### src/rtl/vend_pkg.sv
// Shared types and defaults for the vending controller: state encoding and
// default parameter values.
package vend_pkg;

    localparam int unsigned STATE_W = 3;

    typedef enum logic [STATE_W-1:0] {
        ST_IDLE     = 3'd0,
        ST_SELECT   = 3'd1,
        ST_PAY      = 3'd2,
        ST_DISPENSE = 3'd3,
        ST_CHANGE   = 3'd4
    } state_t;

    localparam int unsigned DEF_NUM_PRODUCTS = 8;
    localparam int unsigned DEF_PRICE_W      = 8;
    localparam int unsigned DEF_STOCK_W      = 4;
    localparam int unsigned DEF_TIMEOUT_CYC  = 1000;

endpackage

### src/rtl/vend_product_table.sv
// Per-slot price and stock registers: one write port, one combinational read
// port with range check, and a stock decrement port that stops at zero.
module vend_product_table
    import vend_pkg::*;
#(
    parameter int unsigned NUM_PRODUCTS = DEF_NUM_PRODUCTS,
    parameter int unsigned PRICE_W      = DEF_PRICE_W,
    parameter int unsigned STOCK_W      = DEF_STOCK_W,
    localparam int unsigned IDX_W       = $clog2(NUM_PRODUCTS)
) (
    input  logic               clk,
    input  logic               rst,
    input  logic               wr_en,
    input  logic [IDX_W-1:0]   wr_idx,
    input  logic [PRICE_W-1:0] wr_price,
    input  logic [STOCK_W-1:0] wr_stock,
    input  logic [IDX_W-1:0]   rd_idx,
    output logic               rd_valid_c,
    output logic [PRICE_W-1:0] rd_price_c,
    output logic [STOCK_W-1:0] rd_stock_c,
    input  logic               dec_en,
    input  logic [IDX_W-1:0]   dec_idx
);

    localparam logic [IDX_W:0] NUM_P = (IDX_W+1)'(NUM_PRODUCTS);

    logic [PRICE_W-1:0] price_mem [NUM_PRODUCTS];
    logic [STOCK_W-1:0] stock_mem [NUM_PRODUCTS];

    logic wr_ok;
    logic dec_ok;

    always_comb begin
        rd_valid_c = ({1'b0, rd_idx} < NUM_P);
        wr_ok      = ({1'b0, wr_idx} < NUM_P);
        dec_ok     = ({1'b0, dec_idx} < NUM_P);
        rd_price_c = rd_valid_c ? price_mem[rd_idx] : '0;
        rd_stock_c = rd_valid_c ? stock_mem[rd_idx] : '0;
    end

    // Writes and decrements never coincide: writes happen only while idle.
    always_ff @(posedge clk or posedge rst) begin
        if (rst) begin
            for (int i = 0; i < int'(NUM_PRODUCTS); i++) begin
                price_mem[i] <= '0;
                stock_mem[i] <= '0;
            end
        end else if (wr_en && wr_ok) begin
            price_mem[wr_idx] <= wr_price;
            stock_mem[wr_idx] <= wr_stock;
        end else if (dec_en && dec_ok && (stock_mem[dec_idx] != '0)) begin
            stock_mem[dec_idx] <= stock_mem[dec_idx] - STOCK_W'(1);
        end
    end

endmodule

### src/rtl/vend_engine.sv
// Vending controller: transaction FSM, saturating coin credit, inactivity
// timeout and registered dispense/change outputs around the product table.
module vend_engine
    import vend_pkg::*;
#(
    parameter int unsigned NUM_PRODUCTS = DEF_NUM_PRODUCTS,
    parameter int unsigned PRICE_W      = DEF_PRICE_W,
    parameter int unsigned STOCK_W      = DEF_STOCK_W,
    parameter int unsigned TIMEOUT_CYC  = DEF_TIMEOUT_CYC,
    localparam int unsigned IDX_W       = $clog2(NUM_PRODUCTS)
) (
    input  logic               clk,
    input  logic               rst,
    input  logic               cfg_we,
    input  logic [IDX_W-1:0]   cfg_idx,
    input  logic [PRICE_W-1:0] cfg_price,
    input  logic [STOCK_W-1:0] cfg_stock,
    input  logic               start,
    input  logic               abort,
    input  logic               sel_valid,
    input  logic [IDX_W-1:0]   sel_idx,
    input  logic               coin_valid,
    input  logic [PRICE_W-1:0] coin_value,
    input  logic               pay_online,
    output logic [2:0]         state,
    output logic [PRICE_W:0]   credit,
    output logic [PRICE_W-1:0] price_out,
    output logic               dispense,
    output logic [IDX_W-1:0]   dispense_idx,
    output logic               change_valid,
    output logic [PRICE_W:0]   change_amt,
    output logic               err_sold_out,
    output logic               err_invalid,
    output logic               timeout
);

    localparam int unsigned     CW         = PRICE_W + 1;
    localparam int unsigned     TMR_W      = (TIMEOUT_CYC > 1) ? $clog2(TIMEOUT_CYC) : 1;
    localparam logic [TMR_W-1:0] TMR_RELOAD = TMR_W'(TIMEOUT_CYC - 1);

    state_t             state_q, state_nxt;
    logic [CW-1:0]      credit_q, credit_nxt, credit_sum, chg_nxt;
    logic [CW:0]        sum_w;
    logic [PRICE_W-1:0] coin_add, price_nxt;
    logic [IDX_W-1:0]   slot_q, slot_nxt;
    logic [TMR_W-1:0]   tmr_q, tmr_nxt;
    logic               disp_nxt, chg_valid_nxt, err_so_nxt, err_inv_nxt, to_nxt;
    logic               activity, expired, dec_en_c, tbl_we_c;
    logic               tbl_ok_c;
    logic [PRICE_W-1:0] tbl_price_c;
    logic [STOCK_W-1:0] tbl_stock_c;

    assign tbl_we_c     = cfg_we && (state_q == ST_IDLE);
    assign state        = state_q;
    assign credit       = credit_q;
    assign dispense_idx = slot_q;

    vend_product_table #(
        .NUM_PRODUCTS (NUM_PRODUCTS),
        .PRICE_W      (PRICE_W),
        .STOCK_W      (STOCK_W)
    ) u_table (
        .clk        (clk),
        .rst        (rst),
        .wr_en      (tbl_we_c),
        .wr_idx     (cfg_idx),
        .wr_price   (cfg_price),
        .wr_stock   (cfg_stock),
        .rd_idx     (sel_idx),
        .rd_valid_c (tbl_ok_c),
        .rd_price_c (tbl_price_c),
        .rd_stock_c (tbl_stock_c),
        .dec_en     (dec_en_c),
        .dec_idx    (slot_q)
    );

    always_ff @(posedge clk or posedge rst) begin
        if (rst) begin
            state_q      <= ST_IDLE;
            credit_q     <= '0;
            price_out    <= '0;
            slot_q       <= '0;
            change_amt   <= '0;
            tmr_q        <= '0;
            dispense     <= 1'b0;
            change_valid <= 1'b0;
            err_sold_out <= 1'b0;
            err_invalid  <= 1'b0;
            timeout      <= 1'b0;
        end else begin
            state_q      <= state_nxt;
            credit_q     <= credit_nxt;
            price_out    <= price_nxt;
            slot_q       <= slot_nxt;
            change_amt   <= chg_nxt;
            tmr_q        <= tmr_nxt;
            dispense     <= disp_nxt;
            change_valid <= chg_valid_nxt;
            err_sold_out <= err_so_nxt;
            err_invalid  <= err_inv_nxt;
            timeout      <= to_nxt;
        end
    end

    // Next-state and registered-output decode; the same-cycle coin always
    // counts toward both the payment check and any refund.
    always_comb begin
        state_nxt     = state_q;
        credit_nxt    = credit_q;
        price_nxt     = price_out;
        slot_nxt      = slot_q;
        chg_nxt       = change_amt;
        tmr_nxt       = tmr_q;
        disp_nxt      = 1'b0;
        chg_valid_nxt = 1'b0;
        err_so_nxt    = 1'b0;
        err_inv_nxt   = 1'b0;
        to_nxt        = 1'b0;
        dec_en_c      = 1'b0;

        coin_add   = coin_valid ? coin_value : '0;
        sum_w      = {1'b0, credit_q} + (CW+1)'(coin_add);
        credit_sum = sum_w[CW] ? '1 : sum_w[CW-1:0];
        activity   = coin_valid || sel_valid;
        expired    = (tmr_q == '0) && !activity;

        if ((state_q == ST_SELECT) || (state_q == ST_PAY)) begin
            credit_nxt = credit_sum;
            if (activity) begin
                tmr_nxt = TMR_RELOAD;
            end else if (tmr_q != '0) begin
                tmr_nxt = tmr_q - TMR_W'(1);
            end
        end

        case (state_q)
            ST_IDLE: begin
                if (start) begin
                    state_nxt = ST_SELECT;
                    tmr_nxt   = TMR_RELOAD;
                end
            end
            ST_SELECT: begin
                if (abort || expired) begin
                    state_nxt     = ST_CHANGE;
                    chg_nxt       = credit_sum;
                    chg_valid_nxt = 1'b1;
                    to_nxt        = !abort;
                end else if (sel_valid) begin
                    if (!tbl_ok_c) begin
                        err_inv_nxt = 1'b1;
                    end else if (tbl_stock_c == '0) begin
                        err_so_nxt = 1'b1;
                    end else begin
                        slot_nxt  = sel_idx;
                        price_nxt = tbl_price_c;
                        state_nxt = ST_PAY;
                    end
                end
            end
            ST_PAY: begin
                if (abort || expired) begin
                    state_nxt     = ST_CHANGE;
                    chg_nxt       = credit_sum;
                    chg_valid_nxt = 1'b1;
                    to_nxt        = !abort;
                    price_nxt     = '0;
                end else if (pay_online) begin
                    state_nxt = ST_DISPENSE;
                    disp_nxt  = 1'b1;
                    chg_nxt   = credit_sum;
                end else if (credit_sum >= CW'(price_out)) begin
                    state_nxt = ST_DISPENSE;
                    disp_nxt  = 1'b1;
                    chg_nxt   = credit_sum - CW'(price_out);
                end
            end
            ST_DISPENSE: begin
                dec_en_c      = 1'b1;
                state_nxt     = ST_CHANGE;
                chg_valid_nxt = 1'b1;
                price_nxt     = '0;
            end
            ST_CHANGE: begin
                credit_nxt = '0;
                state_nxt  = ST_IDLE;
            end
            default: begin
                credit_nxt = '0;
                price_nxt  = '0;
                state_nxt  = ST_IDLE;
            end
        endcase
    end

endmodule
### config.mk
export PLATFORM = sky130hd
export DESIGN_NAME = vend_engine
export DESIGN_NICKNAME = d
export VERILOG_FILES = /design/src/rtl/vend_pkg.sv /design/src/rtl/vend_product_table.sv /design/src/rtl/vend_engine.sv
export SDC_FILE = /design/constraint.sdc
export NUM_CORES = 1
export LEC_CHECK = 0
export CAP_MARGIN = 5
export CORE_UTILIZATION = 25
export CTS_BUF_LIST = sky130_fd_sc_hd__clkbuf_8 sky130_fd_sc_hd__clkbuf_16
export CTS_CLUSTER_SIZE = 30
export DETAILED_ROUTE_END_ITERATION = 10
export GPL_TIMING_DRIVEN = 0
export PLACE_DENSITY = 0.42
export SKIP_CTS_REPAIR_TIMING = 1
export SLEW_MARGIN = 20
export SYNTH_ARGS = -nofsm -noshare
export SYNTH_HDL_FRONTEND = slang
export SYNTH_SLANG_ARGS = --single-unit
### constraint.sdc
create_clock -name clk -period 4.85 [get_ports clk]
set_input_delay 1.2125 -clock clk [delete_from_list [all_inputs] [get_ports clk]]
set_output_delay 1.2125 -clock clk [all_outputs]
set_load 0.02 [all_outputs]
### Yosys cells after proc, flatten, opt, wreduce, memory -nomap -nowiden

Index checks and enable logic that the tools add are counted.

| storage, ports and cells | value |
|---|---|
| register bits after elaboration | 142 |
| logic and storage cells | 140 |

| cells by class | value |
|---|---|
| $add $sub $neg | 4 |
| magnitude comparators | 6 |
| equality and inequality tests | 14 |
| mux-type cells | 60 |
| bitwise logic cells | 6 |
| reductions and logical operators | 24 |

Operators by type and width:

| cell | count |
|---|---|
| $bwmux 32 | 2 |
| $bwmux 64 | 1 |
| $mux 32 | 2 |
| $mux 8 | 8 |
| $mux 9 | 7 |
| $mux 10 | 5 |
| $bmux 4 s3 | 2 |
| $bmux 8 s3 | 1 |
| $demux 4 s3 | 2 |
| $demux 8 s3 | 1 |
| $mux 4 | 6 |
| $pmux 8 s3 | 1 |
| $mux 3 | 7 |
| $pmux 9 s2 | 1 |
| $ge 4x4->1 const B | 3 |
| $mux 1 | 12 |
| $not 3->4 | 3 |
| $pmux 3 s4 | 1 |
| $add 9x8->10 | 1 |
| $logic_not 10->1 | 1 |
| $reduce_bool 10->1 | 1 |
| $sub 10x1->10 const B | 1 |
| $ge 9x8->1 | 1 |
| $sub 9x8->9 | 1 |
| 24 further kinds | 43 |

### Logic depth before layout (Yosys ltp)

| logic depth | value |
|---|---|
| word-level depth | 9 |
| mapped depth | 19 |

### By module

From an unflattened synthesis, not the netlist that was laid out.

| unflattened totals | value |
|---|---|
| cell total of the unflattened synthesis | 817 |
| area, all modules | 8279.2 um^2 |

By module, submodules not included:

| module | times used | cells each | area an instance (um^2) | seq. area each (um^2) |
|---|---|---|---|---|
| vend_product_table | 1 | 488 | 5175.0 | 2402.3 |
| vend_engine | 1 | 329 | 3104.2 | 1176.1 |

### Worst setup path after synthesis

No wires, ideal clock.

| path | value |
|---|---|
| path kind | input port to flip-flop |
| from | input port coin_value[3] |
| to | register change_amt[0] |
| arrival time | 4757 ps |
| data required time | 4725 ps |
| path slack | -32 ps |
| stages | 17 |
| path buffers | 1 |
| cell sequence | and2_1 -> ha_1 -> a21oi_1 -> nor2b_1 -> a311o_1 -> a22o_1 -> clkbuf_1 -> nor2b_1 -> inv_1 -> ha_1 -> nor2b_1 -> o31a_1 -> o311a_1 -> nor4_1 -> nor2b_1 -> a21oi_4 -> mux2_2 |

| between the ends | value |
|---|---|
| cells in the longest elaborated chain, start to end | 8 |
| elaborated cells between the ends (all ways) | 12 |

Ends and longest elaborated chain:

| what | RTL line | source |
|---|---|---|
| start, declared | vend_engine.sv:23 | `input logic [PRICE_W-1:0] coin_value,` |
| $mux 8 * | vend_engine.sv:121 | `coin_add = coin_valid ? coin_value : '0;` |
| $add 9x8->10 * | vend_engine.sv:122 | `sum_w = {1'b0, credit_q} + (CW+1)'(coin_add);` |
| $mux 9 * | vend_engine.sv:123 | `credit_sum = sum_w[CW] ? '1 : sum_w[CW-1:0];` |
| $sub 9x8->9 | vend_engine.sv:175 | `chg_nxt = credit_sum - CW'(price_out);` |
| $mux 9 | vend_engine.sv:172 | `end else if (credit_sum >= CW'(price_out)) begin` |
| $mux 9 | vend_engine.sv:168 | `end else if (pay_online) begin` |
| $mux 9 | vend_engine.sv:162 | `if (abort \|\| expired) begin` |
| $pmux 9 s2 | vend_engine.sv:136 | `case (state_q)` |
| end signal, assigned | vend_engine.sv:95 | `change_amt <= chg_nxt;` |
| end, declared | vend_engine.sv:31 | `output logic [PRICE_W:0] change_amt,` |

Every way passes the cells marked *; elsewhere a longest branch is shown, timed or not. The select of a mux whose other input is x is not followed.
A chain may end at the register's enable or synchronous reset.

### Worst setup path after layout

| path | value |
|---|---|
| from | input port coin_valid |
| to | register change_amt[3] |

| between the ends | value |
|---|---|
| cells in the longest elaborated chain, start to end | 8 |
| elaborated cells between the ends (all ways) | 17 |

Ends and longest elaborated chain:

| what | RTL line | source |
|---|---|---|
| start, declared | vend_engine.sv:22 | `input logic coin_valid,` |
| $mux 8 | vend_engine.sv:121 |  |
| $add 9x8->10 | vend_engine.sv:122 |  |
| $mux 9 | vend_engine.sv:123 |  |
| $sub 9x8->9 | vend_engine.sv:175 |  |
| $mux 9 | vend_engine.sv:172 |  |
| $mux 9 | vend_engine.sv:168 |  |
| $mux 9 | vend_engine.sv:162 |  |
| $pmux 9 s2 | vend_engine.sv:136 |  |

Parallel ways exist; a longest one is shown, timed or not. The select of a mux whose other input is x is not followed.

==> results.cfg <==
[run_status]
outcome = complete, no violations

[grt]
grt_max_degree = 32
grt_antenna_before_repair = 0
grt_first_pass_wirelength_mm = 38.7
first_global_vias = 6430
gr-total-overflow = 0
grt_usage_pct = 15.3

[cts]
cts_root_buffer = sky130_fd_sc_hd__clkbuf_16
htree_levels = 4
cts.sink_count = 142
clock_insertion_delay_at_the_later_pin_of_the_skew_report_ns = 0.43
cts-buffers-inserted = 17
cts_max_path_buffers = 2
cts.clk_slew.worst_paths_ns = 0.07
cts_tree = built

[setup_path]
worst_r2r_path_depth = 15
crit_path_max_incr_delay_ns = 0.39
regToRegStartpoint = credit[3]
critPathRequiredTime_ns = 5.17
r2r_slack_ns = 0.85
arrival_time_of_data_at_the_critical_path_endpoint_ns = 5.02
crit-reg2reg-capture = change_amt[3]
critPathMostFrequentCell = sky130_fd_sc_hd__nor2b_4
crit_slowest_cell = sky130_fd_sc_hd__a311o_1
timing.setup.critical_path_class = primary input to flop
worstPathCellList = buf_2 -> and2_4 -> ha_4 -> a21oi_4 -> nor2b_4 -> a311o_1 -> a22o_4 -> nor2b_4 -> inv_2 -> ha_4 -> nor2b_4 -> o31a_1 -> o311a_1 -> nor4_4 -> nor2b_4 -> a21oi_4 -> mux2_4
worst_setup_path_start_kind = primary input
worst_path_max_fanout = 10
critical-path-top-delay-family = compound AO/OA/AOI/OAI gates
cp-end-kind = flop
worst-path-buf-inv = 2

[hold_path]
hp-start = u_table.price_mem[7]
holdPathEnd = u_table.price_mem[7]
holdCritPathClass = flop to flop
min_delay_path_depth = 2

[layout]
fin_cells = 1329
stdcell_area_um2 = 10300
fin_util_pct = 32.5
finalNetCount = 969
insertedDiodeCount = 0
fillers = 3259
share_of_layout_cells_above_drive_strength_1_pct = 21.7
flow.area_growth_from_synthesis_pct = 27.7

[timing]
tightestPinTransition_ns = 1.09
fmaxAchievable_mhz = 213
period_share_pct = 97.0
final_hold_viol_count = 0
layout_min_cycle_time_ns = 4.70
slew_violations = 0
finalClockSkew_ns = 0.0185
final-setup-viol-count = 0
slew_headroom_pct = 25.3

[logic_synthesis]
yosysMostFrequentCell = sky130_fd_sc_hd__nand2_1
yosys.area.top_type_share_pct = 44.1
cell_area_after_synthesis_um2 = 8050
synth_enable_flop_cells = 0
synth_area_leaders = sky130_fd_sc_hd__dfrtp_1, sky130_fd_sc_hd__nand2_1, sky130_fd_sc_hd__mux2_2, sky130_fd_sc_hd__mux4_2, sky130_fd_sc_hd__o21ai_0
postSynth.topFlopCell = sky130_fd_sc_hd__dfrtp_1
postSynthAreaPerCell_um2 = 9.92
yosysUniqueCellTypes = 78
seq_area_frac_synth_pct = 44.1
synth_cells = 812
synth.net_count = 867
yosys_warnings = 0
flip_flop_and_latch_count_after_synthesis = 142
post-synth-top-area-cell = sky130_fd_sc_hd__dfrtp_1
synthTopCellsByCount = sky130_fd_sc_hd__nand2_1, sky130_fd_sc_hd__dfrtp_1, sky130_fd_sc_hd__o21ai_0
synth-async-reset-ratio_pct = 100

[power_and_ir_drop]
post-layout-total-power_mw = 6.96
share_seq_of_total_power_pct = 30.0
p_comb_share_pct = 50.5
switching_share_of_total_power_pct = 42.0
p_switching_mw = 2.92
power_density_nw_per_um2 = 676
p_leak_nw = 4.38
power.internal_mw = 4.03
clockPowerShare_pct = 19.5
ir_worst_vdd_mv = 0.390

[routing]
drc = 0
final_antenna_net_count = 0
initialDrtViolationCount = 353
avgRoutedWirePerCell_um = 18.6
drt_first_pass_iters = 7
routed_wl_mm = 24.7
vias = 6498
vias_per_cell = 4.89

[floorplanning]
core_region_area_um2 = 31600
top_level_ports = 71
die_height_um = 181
initial_core_util_pct = 25.5
rows = 65
die_w_um = 181
floorplan_die_area_um2 = 32900

[placed_design]
io_buffers = 62
place_hpwl_mm = 18.0
dp.cells = 1282
placedInstanceArea_um2 = 9320
last_weighted_congestion_value_of_the_routability_driven_placer = 0.851

[flow_run]
cap_viol_max_count = 0
## kinds of logic after synthesis
| group | after synthesis | synth area share, % |
|---|---|---|
| AO/OA/AOI/OAI | 169 | 13.9 |
| buffers and inverters | 65 | 3.91 |
| XOR/XNOR | 12 | 1.30 |
| other | 1 | 0.0466 |
| adder cells (fa/ha/maj) | 21 | 3.45 |
| multiplexers | 85 | 14.4 |
| flip-flops | 142 | 44.1 |
| AND/OR/NAND/NOR | 317 | 18.9 |
## registers in the layout (all words and copies together), names as in the netlist
register / flops
dispense_idx: 3
change_amt: 9
change_valid: 1
u_table.stock_mem: 32
timeout: 1
u_table.price_mem: 64
price_out: 8
tmr_q: 10
credit: 9
state: 3
dispense: 1
err_sold_out: 1
## layout by cell type (no fill, tap or decap), drive strengths merged, types with 6 or more instances in the layout
| cell | instances |
|---|---|
| nor2 | 51 |
| clkbuf | 34 |
| or2 | 6 |
| buf | 50 |
| nand2b | 10 |
| nor3 | 16 |
| dfrtp | 142 |
| a211oi | 12 |
| o31ai | 8 |
| nor4 | 13 |
| a21o | 9 |
| clkdlybuf4s50 | 56 |
| and2 | 11 |
| or3 | 6 |
| ha | 19 |
| inv | 31 |
| a21oi | 31 |
| mux2i | 20 |
| xor2 | 6 |
| a22oi | 24 |
| o21ai | 51 |
| nor2b | 11 |
| nand3 | 16 |
| xnor2 | 6 |
| mux4 | 18 |
| nand2 | 151 |
| mux2 | 47 |
## stage by stage
step | setup TNS (ns) | worst slack, ns | hold WS [ns]
4_1_cts | -9.22 | -0.945 | 0.478
3_5_place_dp | -13.94 | -1.37 | 0.461
6_report | 0 | 0.146 | 0.476
3_3_place_gp | -14.16 | -1.39 | 0.458
2_1_floorplan | 0 | 0.0245 | 0.437
5_1_grt | -0.0141 | -0.0141 | 0.491
## worst reg2reg max path: stages, from the launching register on
cell and delay [ns]:
sky130_fd_sc_hd__dfrtp_1 0.43, sky130_fd_sc_hd__ha_4 0.26, sky130_fd_sc_hd__a21oi_4 0.17, sky130_fd_sc_hd__nor2b_4 0.05
sky130_fd_sc_hd__a311o_1 0.39, sky130_fd_sc_hd__a22o_4 0.30, sky130_fd_sc_hd__nor2b_4 0.15, sky130_fd_sc_hd__inv_2 0.06
sky130_fd_sc_hd__ha_4 0.24, sky130_fd_sc_hd__nor2b_4 0.12, sky130_fd_sc_hd__o31a_1 0.32, sky130_fd_sc_hd__o311a_1 0.38
sky130_fd_sc_hd__nor4_4 0.32, sky130_fd_sc_hd__nor2b_4 0.25, sky130_fd_sc_hd__a21oi_4 0.12, sky130_fd_sc_hd__mux2_4 0.33
## layer usage
layer / wire (um) / track usage [%] / vias up / part of all wire (%)
met5: 0 / 0 / - / 0
met4: 204 / 3.90 / 0 / 0.83
met3: 947 / 2.49 / 13 / 3.8
met2: 11400 / 24.2 / 148 / 46
met1: 12100 / 21.7 / 3232 / 49
li1: - / - / 3105 / -
## how the worst max path moves through the flow
stage             startpoint            end  depth (start not counted)
2_1_floorplan  coin_value[3]  change_amt[0]                         17
3_3_place_gp      coin_valid  change_amt[0]                         19
3_5_place_dp      coin_valid  change_amt[3]                         19
4_1_cts           coin_valid  change_amt[7]                         19
5_1_grt           coin_valid  change_amt[3]                         17
6_report          coin_valid  change_amt[3]                         17
## final cells by class
class                           instances  area [um^2]  area share, %
Timing Repair Buffer                   83          876           8.51
Inverter                               20         78.8          0.766
Multi-Input combinational cell        606         4440           43.2
Buffer                                 44          236           2.30
Sequential cell                       142         3550           34.5
Clock inverter                         14          158           1.53
Clock buffer                           18          439           4.27
Tap cell                              402          503           4.89
## power groups by stage
stage / Clock (mW) / Combinational [mW] / Sequential (mW)
6_report: 1.35 / 3.52 / 2.09
3_5_place_dp: 0 / 3.23 / 2.10
2_1_floorplan: 0 / 2.12 / 2.10
4_1_cts: 1.40 / 3.24 / 2.08
5_1_grt: 1.44 / 3.86 / 2.16
3_3_place_gp: 0 / 3.20 / 2.10
Note: power is estimated with default switching activity, not from simulation.
